==> src/rtl/dl_serializer.sv <==
// Downlink serializer: wraps one encoded frame in guard bits and a preamble, shifts it out MSB first.
// Latency: dl_en and the first bit appear in the cycle after the accepting edge; every bit lasts BIT_DIV cycles.
// Backpressure: frame_ready is high only while idle; abort or rst ends a frame on the next edge.
module dl_serializer #(
    parameter int               DATA_W      = 16,
    parameter int               CRC_W       = 8,
    parameter int               PRE_W       = 8,
    parameter logic [PRE_W-1:0] PRE_PATTERN = 8'hA5,
    parameter int               GUARD_BITS  = 2,
    parameter int               BIT_DIV     = 8
) (
    input  logic              clk,
    input  logic              rst,
    input  logic [DATA_W-1:0] frame_data,
    input  logic [CRC_W-1:0]  frame_crc,
    input  logic              frame_valid,
    output logic              frame_ready,
    input  logic              abort,
    output logic              dl_out,
    output logic              dl_en,
    output logic              busy,
    output logic              frame_done,
    output logic              frame_aborted
);

    localparam int SH_W  = PRE_W + DATA_W + CRC_W;
    localparam int CNT_W = $clog2(SH_W + GUARD_BITS + 1);
    localparam int DIV_W = (BIT_DIV > 2) ? $clog2(BIT_DIV) : 1;

    generate
        if (BIT_DIV < 2) begin : g_bad_div
            $error("dl_serializer: BIT_DIV must be >= 2");
        end
    endgenerate

    typedef enum logic [2:0] {
        IDLE  = 3'd0,
        LEAD  = 3'd1,
        PRE   = 3'd2,
        DATA  = 3'd3,
        CRC   = 3'd4,
        TRAIL = 3'd5
    } state_t;

    state_t            state, state_nxt, follow_st;
    logic [DIV_W-1:0]  div_cnt, div_nxt;
    logic [CNT_W-1:0]  bit_cnt, bit_nxt;
    logic [SH_W-1:0]   shreg, sh_nxt;
    logic              last_bit, shifting, wrap;
    logic              done_nxt, aborted_nxt, dl_out_nxt;

    assign wrap = (div_cnt == DIV_W'(BIT_DIV - 1));

    // Per-state bit budget and successor; guard states carry zeros, the rest shift the frame register.
    always_comb begin
        last_bit  = 1'b0;
        follow_st = IDLE;
        shifting  = 1'b0;
        case (state)
            LEAD: begin
                last_bit  = (bit_cnt == CNT_W'(GUARD_BITS - 1));
                follow_st = PRE;
            end
            PRE: begin
                last_bit  = (bit_cnt == CNT_W'(PRE_W - 1));
                follow_st = DATA;
                shifting  = 1'b1;
            end
            DATA: begin
                last_bit  = (bit_cnt == CNT_W'(DATA_W - 1));
                follow_st = CRC;
                shifting  = 1'b1;
            end
            CRC: begin
                last_bit  = (bit_cnt == CNT_W'(CRC_W - 1));
                follow_st = (GUARD_BITS > 0) ? TRAIL : IDLE;
                shifting  = 1'b1;
            end
            TRAIL: begin
                last_bit  = (bit_cnt == CNT_W'(GUARD_BITS - 1));
                follow_st = IDLE;
            end
            default: ;
        endcase
    end

    always_comb begin
        state_nxt   = state;
        div_nxt     = div_cnt;
        bit_nxt     = bit_cnt;
        sh_nxt      = shreg;
        done_nxt    = 1'b0;
        aborted_nxt = 1'b0;
        if (state == IDLE) begin
            if (frame_valid && frame_ready) begin
                state_nxt = (GUARD_BITS > 0) ? LEAD : PRE;
                div_nxt   = '0;
                bit_nxt   = '0;
                sh_nxt    = {PRE_PATTERN, frame_data, frame_crc};
            end
        end else if (abort) begin
            // Abort outranks a completing final bit.
            state_nxt   = IDLE;
            div_nxt     = '0;
            bit_nxt     = '0;
            aborted_nxt = 1'b1;
        end else if (wrap) begin
            div_nxt = '0;
            if (shifting) begin
                sh_nxt = shreg << 1;
            end
            if (last_bit) begin
                bit_nxt   = '0;
                state_nxt = follow_st;
                done_nxt  = (follow_st == IDLE);
            end else begin
                bit_nxt = bit_cnt + CNT_W'(1);
            end
        end else begin
            div_nxt = div_cnt + DIV_W'(1);
        end
        dl_out_nxt = (state_nxt inside {PRE, DATA, CRC}) && sh_nxt[SH_W-1];
    end

    always_ff @(posedge clk) begin
        if (rst) begin
            state         <= IDLE;
            div_cnt       <= '0;
            bit_cnt       <= '0;
            shreg         <= '0;
            frame_ready   <= 1'b0;
            dl_out        <= 1'b0;
            dl_en         <= 1'b0;
            busy          <= 1'b0;
            frame_done    <= 1'b0;
            frame_aborted <= 1'b0;
        end else begin
            state         <= state_nxt;
            div_cnt       <= div_nxt;
            bit_cnt       <= bit_nxt;
            shreg         <= sh_nxt;
            frame_ready   <= (state_nxt == IDLE);
            dl_out        <= dl_out_nxt;
            dl_en         <= (state_nxt != IDLE);
            busy          <= (state_nxt != IDLE);
            frame_done    <= done_nxt;
            frame_aborted <= aborted_nxt;
        end
    end

endmodule

==> config.mk <==
export PLATFORM = sky130hd
export DESIGN_NAME = dl_serializer
export DESIGN_NICKNAME = d
export VERILOG_FILES = /design/src/rtl/dl_serializer.sv
export SDC_FILE = /design/constraint.sdc
export NUM_CORES = 1
export LEC_CHECK = 0
export ABC_AREA = 1
export CAP_MARGIN = 20
export CORE_UTILIZATION = 46
export CTS_CLUSTER_DIAMETER = 40
export CTS_CLUSTER_SIZE = 30
export DETAILED_ROUTE_END_ITERATION = 16
export PLACE_DENSITY = 0.73
export SLEW_MARGIN = 5
export SYNTH_ARGS = -nofsm -noshare
export SYNTH_HDL_FRONTEND = slang
export SYNTH_SLANG_ARGS = --single-unit
==> constraint.sdc <==
create_clock -name clk -period 1.6 [get_ports clk]
set_input_delay 0.16 -clock clk [delete_from_list [all_inputs] [get_ports clk]]
set_output_delay 0.16 -clock clk [all_outputs]
set_load 0.03 [all_outputs]
### Yosys cells after proc, flatten, opt, wreduce, memory -nomap -nowiden

Cells that the tools add are included.

| storage, ports and cells | value |
|---|---|
| flip-flop bits (word level) | 49 |
| input port bits | 28 |
| output and inout bits | 6 |
| word-level logic and storage cells | 68 |

| cells by class | value |
|---|---|
| add/sub/neg operators | 2 |
| equality and inequality tests | 14 |
| muxes and demuxes | 23 |
| bitwise gates (word level) | 2 |
| reduce and logical (&&, ||, !) cells | 17 |

Operator list:

| kind | count |
|---|---|
| 32-bit 2-to-1 mux | 5 |
| 6-bit 2-to-1 mux | 5 |
| 3-bit 2-to-1 mux | 9 |
| 3-bit by 2-bit equality test with 1-bit output (second input constant) | 4 |
| 3-bit equality test (second input constant) | 4 |
| 3-bit case mux with 4 select lines | 1 |
| 3-bit logical NOT | 3 |
| 3-bit nonzero test | 3 |
| 6-bit by 1-bit adder with 6-bit output (second input constant) | 1 |
| 6-bit by 1-bit equality test with 1-bit output (second input constant) | 1 |
| 6-bit by 3-bit equality test with 1-bit output (second input constant) | 1 |
| 6-bit by 4-bit equality test with 1-bit output (second input constant) | 1 |
| 2-bit OR reduction | 3 |
| 5-bit OR reduction | 1 |
| 2-bit by 1-bit != test with 1-bit output (second input constant) | 2 |
| 4-bit AND reduction | 1 |
| 2-bit nonzero test | 2 |
| 3-bit by 1-bit adder with 3-bit output (second input constant) | 1 |
| 3-bit by 1-bit equality test with 1-bit output (second input constant) | 1 |
| 1-bit case mux with 3 select lines | 1 |
| 3-bit OR reduction | 1 |
| 1-bit logical AND | 2 |
| 1-bit 2-to-1 mux | 2 |
| 1-bit inverter | 2 |
| 2-bit AND reduction | 1 |

### Logic depth before layout (Yosys ltp)

| logic depth | value |
|---|---|
| word-level depth | 10 |
| mapped depth | 12 |

### Least setup slack after synthesis

Ideal clock, no wire load.

| timing | value |
|---|---|
| path kind | register -> register |
| start | register div_cnt[0] |
| end | register dl_out |
| library setup time | 66 ps |
| data arrival time | 1499 ps |
| data required time | 1534 ps |
| path slack | 35 ps |
| cell stages (with the launch flop) | 13 |
| path buffers | 0 |
| cells stage by stage | dfxtp_1 ha_1 ha_1 inv_1 nor2_1 nand2_1 inv_2 nand2_1 nand3_1 o311ai_0 inv_1 nand2_1 a21oi_2 |

| between the ends | value |
|---|---|
| longest elaborated chain between the ends | 7 |
| elaborated cells between the ends (all ways) | 12 |
| classes of those cells | eq/ne (4); mux (6); reduce/logical (2) |

Ends and longest elaborated chain:

| item | RTL line | RTL |
|---|---|---|
| from (decl) | 46 | `logic [DIV_W-1:0] div_cnt, div_nxt;` |
| from (signal assigned) | 139 | `div_cnt <= div_nxt;` |
| 3-bit equality test (*) | 52 | `assign wrap = (div_cnt == DIV_W'(BIT_DIV - 1));` |
| 3-bit 2-to-1 mux | 107 | `end else if (wrap) begin` |
| 3-bit 2-to-1 mux | 101 | `end else if (abort) begin` |
| 3-bit 2-to-1 mux | 94 | `if (state == IDLE) begin` |
| 3-bit by 2-bit equality test with 1-bit output / 3-bit equality test (equally long branches) | 122 | `dl_out_nxt = (state_nxt inside {PRE, DATA, CRC}) && sh_nxt[SH_W-1];` |
| 3-bit nonzero test | 122 |  |
| 1-bit logical AND (*) | 122 |  |
| to (signal assigned) | 143 | `dl_out <= dl_out_nxt;` |
| to (decl) | 19 | `output logic dl_out,` |

Every way passes the cells marked *; elsewhere a longest branch is shown, timed or not. The select of a mux whose other input is x is not followed.
A chain may end at the register's enable or synchronous reset.

### Worst setup path after layout

| timing | value |
|---|---|
| start | register state[0] |
| end | register shreg[15] |

| between the ends | value |
|---|---|
| longest elaborated chain between the ends | 5 |
| elaborated cells between the ends (all ways) | 12 |
| classes of those cells | eq/ne (5); mux (2); reduce/logical (5) |

Ends and longest elaborated chain:

| item | RTL line | RTL |
|---|---|---|
| from (decl) | 45 | `state_t state, state_nxt, follow_st;` |
| from (signal assigned) | 138 | `state <= state_nxt;` |
| 3-bit equality test / 3-bit by 2-bit equality test with 1-bit output (equally long branches) | 59 | `case (state)` |
| 3-bit OR reduction (no source line) | - |  |
| 1-bit 2-to-1 mux | 59 |  |
| 2-bit nonzero test (no source line) | - |  |
| 4-bit AND reduction (no source line) | - |  |
| to (signal assigned) | 141 | `shreg <= sh_nxt;` |
| to (decl) | 48 | `logic [SH_W-1:0] shreg, sh_nxt;` |

Several ways; a longest one is shown, not always the timed one.

==> metrics.csv <==
metric;value;unit
wire_per_inst;12.43;microns
p_leak;1.092;nW
pin_count;34;
syn_nets;320;
arrival;1.82;ns
die_area;4978;sq um
final.setup.worst_slack;0.01419;ns
worst_pin_slew;0.3222;ns
dp_cells;372;
place_ws;-0.02062;ns
synthMostInstantiatedCell;nand2_1;
cap_violations;0;
netlist_area;2162;sq um
fin_skew;0.009480;ns
grt_pass1_wl;7.590;mm
ys_types;31;
grt_max_degree;32;
yosys.area.top_type;dfxtp_1;
ys_seq_area_share;45.37;%
critical_path.max_fanout;15;
ys.flop_type;dfxtp_1;
areaGrowthSynthToFinish;32.52;%
yosysWarnings;0;
die_w;70.56;microns
dr.pass1.iters;10;
overflow;0;
synth_top_cell_area_share;45.37;%
netlist_top_cells_count;nand2_1, dfxtp_1, a31oi_1, inv_1, a21oi_1;
slew_headroom;78.45;%
power_density;799.0;nW/um^2
dp_hpwl;3.095;mm
synth_edf_count;0;
wl_met3;152;microns
antenna_cells;0;
final_util;64.47;%
power;2.289;mW
cts_tree;yes;
cp_data_required_time;1.84;ns
cts-hold-fix-buffers;0;
grtUsageTotal;19.16;%
clk_path_buf_depth;2;
crit_type;reg -> reg;
rows;24;
final_nets;366;
viasPerCell;5.142;
worst_hold_path_type;in -> reg;
failed_checks;design-rule violations;
crit_chain;nor2_4, buf_4, nand2_4, nand2_2, nor2_2, o22ai_4, clkbuf_16, nand2_1, a31oi_1;
irDropWorstVdd;425.1;uV
numCtsBuffers;5;
grt_pass1_vias;1718;
wl_met1;2.335;mm
place.port_buffers;33;
clkSlewWorstSetupHoldPaths;0.09;ns
max_stage_delay;0.37;ns
ys_async_sr_fraction;0;%
dieHeight;70.56;microns
status;complete, but fails checks;
numClockSinks;49;
slew_viol_final;0;
yosys-top-cells-area;dfxtp_1, nand2_1, a31oi_1, a21oi_1, inv_1;
vias;1995;
gp_congestion;0.9446;
root_buffer;clkbuf_8;
drive_above_1_share;19.05;%
netlist_instances;289;
top_layer_used;met4;
core;4444;sq um
initial_core_util;48.65;%
drt_iter0_drc;142;
routed_wl;4.821;mm
drc;4;
route.met2.wl;2.257;mm
ant_nets;0;
fin_crit;1.586;ns
antenna_found_initial;0;
finalNonFillerCells;388;
finalCritPeriodShare;99.11;%
htree_levels;2;
setup.worst_path.end_class;register;
setup_viol;0;
clk_latency;0.31;ns
syn_area_per_cell;7.481;sq um
finalHoldViolCount;0;
synth_seq_cells;49;
rsz0062_at_grt;true;
fmax;630.6;MHz
fill_cells;377;
cp_slowest_cell;dfxtp_4;
cp-start-kind;register;
-- where the power goes --
| part | switching [mW] | total, mW | internal (mW) | leakage (nW) |
|---|---|---|---|---|
| sequential | 0.0224 | 1.28 | 1.26 | 0.402 |
| combinational | 0.132 | 0.274 | 0.142 | 0.645 |
| clock | 0.421 | 0.734 | 0.312 | 0.0456 |
-- stage by stage --
stage / cell area (sq um) / hold slack (ns) / TNS [ns]
2_1_floorplan: 2162 / 0.2815 / 0
3_3_place_gp: 2609 / 0.4488 / 0
3_5_place_dp: 2609 / 0.4522 / -0.02062
4_1_cts: 2698 / 0.4074 / 0
5_1_grt: 2865 / 0.4232 / -0.9328
6_report: 2865 / 0.4153 / 0
-- state kept, by name (all words and copies together), names as in the netlist --
| signal | count |
|---|---|
| shreg | 32 |
| bit_cnt | 6 |
| div_cnt | 3 |
| state | 3 |
| busy | 1 |
| dl_out | 1 |
| frame_aborted | 1 |
| frame_done | 1 |
| frame_ready | 1 |
-- final timing paths --
| kind | startpoint | to | slack [ns] | cells past startpoint |
|---|---|---|---|---|
| worst max-delay path | state[0] | shreg[15] | 0.01 | 9 |
| worst min-delay path | frame_crc[0] | shreg[0] | 0.42 | 3 |
| worst max register to register | state[0] | shreg[15] | 0.01 | 9 |
| worst min register to register | shreg[27] | shreg[27] | 0.46 | 2 |
-- worst max-delay path: cells and delay by family, from the launching register on --
family | cells | cell delay (ns)
AND/OR/NAND/NOR | 5 | 0.41
flip-flops | 1 | 0.37
buffers and inverters | 2 | 0.37
AO/OA/AOI/OAI | 2 | 0.36
-- area by class of cell --
class | instances | area, sq um | share of cell area (%)
Clock buffer | 6 | 72.57 | 2.533
Multi-Input combinational cell | 204 | 1099 | 38.34
Sequential cell | 49 | 992.2 | 34.63
Tap cell | 52 | 65.06 | 2.271
Clock inverter | 2 | 13.76 | 0.4803
Inverter | 22 | 82.58 | 2.882
Timing Repair Buffer | 53 | 540.5 | 18.86
-- logic make-up (layout without fill, tap and decap cells) --
kind of cell	count (synthesis)	after routing	share of synthesized area [%]
buf+inv	36	83	6.887
simple gates	143	143	28.70
compound gates	54	54	15.68
xor+xnor	4	4	1.621
flops	49	49	45.37
fa+ha+maj	3	3	1.736
-- layer usage --
| layer | track usage (%) | vias to the layer above |
|---|---|---|
| li1 | - | 1044 |
| met1 | 25.86 | 909 |
| met2 | 30.53 | 36 |
| met3 | 4.701 | 6 |
| met4 | 6.000 | 0 |
| met5 | 0 | - |
-- placed cells by master (no fill, tap or decap), drive strengths merged --
master and instances:
clkbuf 8, nor3 4, nand4 4, xnor2 1, clkdlybuf4s50 33, a31oi 24, xor2 3, ha 3
o311ai 1, inv 23, o21ai 4, dfxtp 49, a22oi 2, buf 18, a32oi 1, clkinv 1
o22ai 4, a21oi 18, or2 1, nor2 13, nand3 11, nand2 110
-- what timing repair did --
action	in CTS	in global routing
endpoints found under the setup margin	1	23
setup buffers	0	6
pin swaps	0	14
cloned	0	2
resized for setup	1	25
Power figures use the tool's default switching activity.
